===== config.mk =====
export PLATFORM = sky130hd
export DESIGN_NAME = motor_pwm_ramp
export DESIGN_NICKNAME = d
export VERILOG_FILES = /design/src/rtl/motor_pwm_ramp.sv
export SDC_FILE = /design/constraint.sdc
export NUM_CORES = 1
export LEC_CHECK = 0
export CAP_MARGIN = 10
export CORE_UTILIZATION = 58
export CTS_CLUSTER_DIAMETER = 100
export DETAILED_ROUTE_END_ITERATION = 16
export GPL_TIMING_DRIVEN = 1
export PLACE_DENSITY_LB_ADDON = 0.15
export SYNTH_ARGS = -nofsm -noshare
export SYNTH_HDL_FRONTEND = slang
export SYNTH_SLANG_ARGS = --single-unit
export TNS_END_PERCENT = 100

===== constraint.sdc =====
create_clock -name clk -period 2.3 [get_ports clk]
set_input_delay 0.46 -clock clk [delete_from_list [all_inputs] [get_ports clk]]
set_output_delay 0.46 -clock clk [all_outputs]
set_load 0.05 [all_outputs]

===== src/rtl/motor_pwm_ramp.sv =====
// Soft-start/soft-stop PWM motor drive with estop hard stop and run-time watchdog fault.
// Latency: registered outputs; pwm follows pwm_cnt/duty one cycle later, state changes take effect on the next edge.
// Backpressure: none; en/estop are levels and clear is a pulse, all sampled every clk edge.
//
// Ports:
//   clk, reset   : system clock, synchronous active-high reset
//   en           : motor enable level from the toggle stage
//   estop        : debounced limit switch level; forces IDLE unless faulted
//   clear        : fault clear pulse, honoured only while en is low
//   pwm          : registered PWM drive
//   duty         : current duty
//   running      : high in RAMP_UP, RUN, RAMP_DOWN
//   fault        : watchdog fault latched
module motor_pwm_ramp #(
    parameter int PWM_BITS    = 8,
    parameter int PRESCALE    = 4,
    parameter int RAMP_CYCLES = 1000,
    parameter int STEP        = 8,
    parameter int DUTY_MAX    = 255,
    parameter int RUN_TIMEOUT = 50000000
) (
    input  logic                clk,
    input  logic                reset,
    input  logic                en,
    input  logic                estop,
    input  logic                clear,
    output logic                pwm,
    output logic [PWM_BITS-1:0] duty,
    output logic                running,
    output logic                fault
);

    localparam int PRE_W  = (PRESCALE > 1) ? $clog2(PRESCALE) : 1;
    localparam int RAMP_W = (RAMP_CYCLES > 1) ? $clog2(RAMP_CYCLES) : 1;

    localparam logic [PRE_W-1:0]    PRE_LAST  = PRE_W'(PRESCALE - 1);
    localparam logic [RAMP_W-1:0]   RAMP_LAST = RAMP_W'(RAMP_CYCLES - 1);
    localparam logic [31:0]         WD_LAST   = 32'(RUN_TIMEOUT - 1);
    localparam logic [PWM_BITS-1:0] DMAX      = PWM_BITS'(DUTY_MAX);
    // One extra bit so duty + STEP never wraps before the saturation compare.
    localparam logic [PWM_BITS:0]   DMAX_X    = {1'b0, DMAX};
    localparam logic [PWM_BITS:0]   STEP_X    = (PWM_BITS + 1)'(STEP);

    typedef enum logic [2:0] {
        ST_IDLE,
        ST_RAMP_UP,
        ST_RUN,
        ST_RAMP_DOWN,
        ST_FAULT
    } state_t;

    state_t              state, state_nxt;
    logic [PWM_BITS-1:0] duty_nxt;
    logic [PRE_W-1:0]    pre_cnt;
    logic [PWM_BITS-1:0] pwm_cnt;
    logic [RAMP_W-1:0]   ramp_cnt, ramp_cnt_nxt;
    logic [31:0]         wd_cnt, wd_cnt_nxt;
    logic                ramp_tick;
    logic                driving;
    logic                estop_hit;
    logic [PWM_BITS:0]   up_sum;
    logic                pwm_nxt;

    // Next-state, duty and counter update.
    always_comb begin
        state_nxt    = state;
        duty_nxt     = duty;
        ramp_tick    = (ramp_cnt == RAMP_LAST);
        driving      = (state == ST_RAMP_UP) || (state == ST_RUN);
        estop_hit    = estop && (state != ST_FAULT);
        up_sum       = {1'b0, duty} + STEP_X;
        ramp_cnt_nxt = '0;
        wd_cnt_nxt   = '0;

        case (state)
            ST_IDLE: begin
                duty_nxt = '0;
                if (en) begin
                    state_nxt = ST_RAMP_UP;
                end
            end
            ST_RAMP_UP: begin
                // en falling wins over a coincident tick; duty is kept as-is.
                if (!en) begin
                    state_nxt = ST_RAMP_DOWN;
                end else if (ramp_tick) begin
                    if (up_sum >= DMAX_X) begin
                        duty_nxt  = DMAX;
                        state_nxt = ST_RUN;
                    end else begin
                        duty_nxt = up_sum[PWM_BITS-1:0];
                    end
                end
            end
            ST_RUN: begin
                duty_nxt = DMAX;
                if (!en) begin
                    state_nxt = ST_RAMP_DOWN;
                end
            end
            ST_RAMP_DOWN: begin
                if (en) begin
                    state_nxt = ST_RAMP_UP;
                end else if (ramp_tick) begin
                    if ({1'b0, duty} <= STEP_X) begin
                        duty_nxt  = '0;
                        state_nxt = ST_IDLE;
                    end else begin
                        duty_nxt = duty - STEP_X[PWM_BITS-1:0];
                    end
                end
            end
            ST_FAULT: begin
                duty_nxt = '0;
                if (clear && !en) begin
                    state_nxt = ST_IDLE;
                end
            end
            default: begin
                duty_nxt  = '0;
                state_nxt = ST_IDLE;
            end
        endcase

        // Watchdog overrides the normal transitions, estop overrides everything.
        if (driving && (wd_cnt == WD_LAST)) begin
            state_nxt = ST_FAULT;
            duty_nxt  = '0;
        end
        if (estop_hit) begin
            state_nxt = ST_IDLE;
            duty_nxt  = '0;
        end

        if (driving) begin
            wd_cnt_nxt = wd_cnt + 32'd1;
        end

        // Ramp counter restarts on any transition so the first tick lands
        // RAMP_CYCLES edges after entering a ramp state.
        if ((state_nxt == state) &&
            ((state == ST_RAMP_UP) || (state == ST_RAMP_DOWN)) && !ramp_tick) begin
            ramp_cnt_nxt = ramp_cnt + RAMP_W'(1);
        end

        pwm_nxt = estop_hit ? 1'b0 : (pwm_cnt < duty);
    end

    always_ff @(posedge clk) begin
        if (reset) begin
            state    <= ST_IDLE;
            duty     <= '0;
            pwm      <= 1'b0;
            running  <= 1'b0;
            fault    <= 1'b0;
            pre_cnt  <= '0;
            pwm_cnt  <= '0;
            ramp_cnt <= '0;
            wd_cnt   <= '0;
        end else begin
            state    <= state_nxt;
            duty     <= duty_nxt;
            pwm      <= pwm_nxt;
            running  <= (state_nxt == ST_RAMP_UP) || (state_nxt == ST_RUN) ||
                        (state_nxt == ST_RAMP_DOWN);
            fault    <= (state_nxt == ST_FAULT);
            ramp_cnt <= ramp_cnt_nxt;
            wd_cnt   <= wd_cnt_nxt;
            // PWM timebase free-runs regardless of state.
            if (pre_cnt == PRE_LAST) begin
                pre_cnt <= '0;
                pwm_cnt <= pwm_cnt + PWM_BITS'(1);
            end else begin
                pre_cnt <= pre_cnt + PRE_W'(1);
            end
        end
    end

endmodule


# Word-level counts from Yosys, hierarchy flattened
# Index checks and enable logic that the tools add are counted.
# totals
output_inout_bits,11
regBits,66
in_bits,5
wordCells,74
# classes
n_reduce_logical,18
n_mux,19
n_addsub,6
n_bitwise,2
magnitude_cmp,3
eq_ne,17
# op_table
op,n
$mux W8,6
$mux W3,11
$add A32 B1 Y32 const B,1
$eq A32 B26 Y1 const B,1
$pmux W8 S3,1
$pmux W3 S5,1
$eq A3 B2 Y1 const B,4
$add A10 B1 Y10 const B,1
$eq A10 B10 Y1 const B,1
$add A8 B4 Y9 const B,1
$ge A9 B8 Y1 const B,1
$add A8 B1 Y8 const B,1
$le A8 B4 Y1 const B,1
$lt A8 B8 Y1,1
$ne A2 B2 Y1 const B,4
$reduce_or A2 Y1,4
$sub A8 B4 Y8 const B,1
$eq A3 B1 Y1 const B,2
$eq A3 B3 Y1 const B,2
$logic_and A1 B1 Y1,5
$logic_or A1 B1 Y1,4
$reduce_and A4 Y1,1
$eq A3 B3 Y1,1
$logic_not A3 Y1,1
6 further kinds,8

# Depth between registers and ports, before layout
# depth
depth_word,13
depth_mapped,8
ltp_nobuf,8

# Least setup slack after synthesis
# Ideal clock, no wire load.
# synth_timing
path_kind,register to register
from,reg duty[3]
to,reg running
setup_ns,0.086
path_buffers,0
t_arrival_ns,2.240
required_time_ns,2.214
synth_period_minus_slack_ns,2.326
path_stages_with_launch,8
path_slack_ns,-0.026
path_cell_list,dfxtp_1 -> inv_1 -> ha_1 -> a21oi_1 -> o31ai_2 -> nor4b_2 -> a21oi_1 -> a211oi_1
# synth_via
elab_chain_cells,11
word_cells_on_any_way,17
classes_between,1 x add/sub; 2 x order compare; 3 x eq/ne; 9 x mux; 2 x reduce/logical
# synth_lines
item,line_no,source
start: declaration,28,"output logic [PWM_BITS-1:0] duty,"
start signal: assignment,162,duty <= duty_nxt;
$add A8 B4 Y9,71,"up_sum = {1'b0, duty} + STEP_X;"
$ge A9 B8 Y1,87,if (up_sum >= DMAX_X) begin
$mux W3,87,
$mux W3,86,end else if (ramp_tick) begin
$mux W3,84,if (!en) begin
$pmux W3 S5 (*),75,case (state)
$mux W3 (*),126,if (driving && (wd_cnt == WD_LAST)) begin
$mux W3 (*),130,if (estop_hit) begin
$eq A3 B1 Y1 or $eq A3 B2 Y1 (tied branches),164,running <= (state_nxt == ST_RAMP_UP) || (state_nxt == ST_RUN) ||
$logic_or A1 B1 Y1,164,
$logic_or A1 B1 Y1 (*),164,
end signal: assignment,164,
end: declaration,29,"output logic running,"
# Every way passes the cells marked *; elsewhere a longest branch is shown, timed or not.
# A chain may end at the register's enable or synchronous reset.

# Worst setup path in the final report
# layout_timing
from,reg duty[7]
to,out duty[7]
# No word-level cell between the ends.

==> metrics <==
clock sinks 64; Final ANT Viol Nets 0; Total Wirelength slightly above 6000 um; CTS clk-pin slew, worst paths 70 ps; antenna violations before repair 0; Max Freq ~0.45 GHz; R2R cell count 7; setup violators final 0; Initial Util between 60% and 70%; Longest Clk Path Bufs 2; Area Growth Syn to Fin 10.7%; RSZ-0062 raised after global routing no; Top Ports 16; Startpoint Class flip-flop; core footprint around 0.0055 mm^2; CTS tree done; Syn. warnings 0; WP depth 1; TNS Setup 0 ps; max-cap violations 0; Iter 0 DRT Violations 83; Critical Path Max Stage Delay slightly below 900 ps; crit path buf inv count 1; Worst Path Arrival between 1500 and 2000 ps; Final nets approximately 410; Critical Path Slowest Stage Cell clkdlybuf4s50_1; Worst Tran Pin Value 584 ps; Critical Path, Cell by Cell clkdlybuf4s50_1; clk_skew between 6 and 7 ps; peak supply drop 368 uV; Finished Layout Cells 471; hpwl dp 4430 um; status completed; pre-CTS WS 99.6 ps; ratio of cells with drive above 1 in the final layout 12.5%; CTS buffer count 9; vias in the first global route between 2000 and 2500; highest-count cells in the layout ignoring fill and taps dfxtp_1 (63), nor2_1 (47), nand2_1 (25); post-DR vias/cell ~5.5; Die Y-Extent between 70 and 80 um; pin count of the biggest net entering global routing 33; grt ovf 0; crit end category output port; critical path type reg2out; Seq/Total Area, Yosys 38.1%; Lkg Pwr 1.29 nW; total vias in the final route between 2000 and 3000; Overall Global Routing Usage 22.3%; Post-CTS Setup Inserts 0; biggest area consumer among synthesized cells dfxtp_1; hold path depth 1; CTS root buf clkbuf_8; worst skew pair latency 340 ps; Most used DFF post-synth dfxtp_1; post-CTS resize count 0; Remaining DRCs 0; Max Slew Vio Count 0; first-pass GRT wire length 10800 um; drt wl/cell about 13 um; Post-synth EDFFs 0; Hold-fix buffers, CTS 0; Tot Pwr between 2 and 2.5 mW; Synth cell types 60; Hold Fails Final Rpt 0; post-synthesis cell area between 0.003 and 0.004 mm^2; final worst-path cycle share 95.7%; cell family with most CP delay buffers and inverters; top cell type's share of synthesized area 38.1%; Core Util, Final approximately two thirds; Rel. slew slack between 60% and 70%; row count 27; syn_area_per_cell ~9 um^2; commonest non-fill, non-tap cell in the layout dfxtp_1; Post-Syn Nets 399; Crit Path Max Fanout 10; cell count after synthesis 380; FFs w/ async S/R, synth 0%; 1st-pass router iterations 4; FF+latch count, synth 64; diode count 0; placed insts 455; worst setup margin about 98 ps; Die W 78.2 um; Min Clock Period, post-route 2200 ps; die area 0.00611 mm^2; top post-synthesis cells by area dfxtp_1 (38%), xor2_1 (6.0%), nor2_1 (5.2%); routability cong. 0.840; CP required 1840 ps; Power Density 606 mW/mm^2; Port Buffers 15; CTS H-tree lvls 3; HP Class reg2reg
stage by stage:
| step | hold slack (ps) | area, um^2 |
|---|---|---|
| floorplan | 400 | 3360 |
| global placement | 412 | 3530 |
| detailed placement | 436 | 3530 |
| CTS | 449 | 3710 |
| global route | 475 | 3720 |
| finish | 446 | 3720 |
registers in the layout (all words and copies together) (netlist names):
signal and flops:
duty 6, fault 1, pre_cnt 2, pwm 1, pwm_cnt 8, ramp_cnt 10, running 1, state 3
wd_cnt 32
report_power, final:
group / internal [mW] / leakage (nW) / switching, mW
sequential: 1.12 / 0.517 / 0.0161
combinational: 0.0729 / 0.676 / 0.105
clock: 0.495 / 0.0920 / 0.442
total: 1.69 / 1.29 / 0.563
cell type report:
type                       instances  area, um^2
timing repair buffer              20         188
multi-input combinational        285        1920
inverter                          14        52.6
tap                               72        90.1
clock buffer                      10         128
sequential                        64        1280
clock inverter                     6        60.1
fill                             466        1820
synthesized netlist by cell type (2+ instances only):
cell type,number
o21ai_1,2
nor4_2,2
nand2b_1,6
buf_6,2
nor2b_1,3
buf_4,5
nand3_1,17
and4_4,2
xnor2_1,19
and2_1,4
a211oi_1,3
or2_2,2
or3_1,7
and3_1,10
xor2_1,23
a31oi_1,2
mux2i_1,3
nand4_1,8
and4_1,2
buf_2,2
a22oi_1,2
nor4_1,3
dfxtp_1,64
inv_1,14
clkbuf_1,7
a21oi_1,16
a21o_1,4
ha_1,14
o21ai_0,12
nor2_4,9
o211ai_1,2
nor2_1,47
nor2_2,2
nor3_1,10
nand2_1,25
worst paths after layout:
check | startpoint | endpoint | slack [ps]
worst max register to register | duty[4] | running | 150
worst max-delay path | duty[7] | duty[7] | 100
worst min register to register | pre_cnt[0] | pre_cnt[0] | 450
worst min-delay path | pre_cnt[0] | pre_cnt[0] | 450
layer usage:
layer | up-vias | part of all wire (%) | GRT usage, %
li1 | 1345 | - | -
met1 | 1176 | 50 | 28.6
met2 | 40 | 46 | 36.1
met3 | 7 | 3.3 | 6.16
met4 | 0 | 0.88 | 6.85
met5 | - | 0 | 0
cells by family (layout without fill, tap and decap cells):
logic type,after synthesis,in the layout,synth area share [%]
compound gates,56,56,10.8
xor+xnor,42,42,10.9
fa+ha+maj,14,14,5.21
buf+inv,31,50,5.02
flops,64,64,38.1
mux,3,3,0.893
simple gates,170,170,29.1
Note: power is estimated with default switching activity, not from simulation.
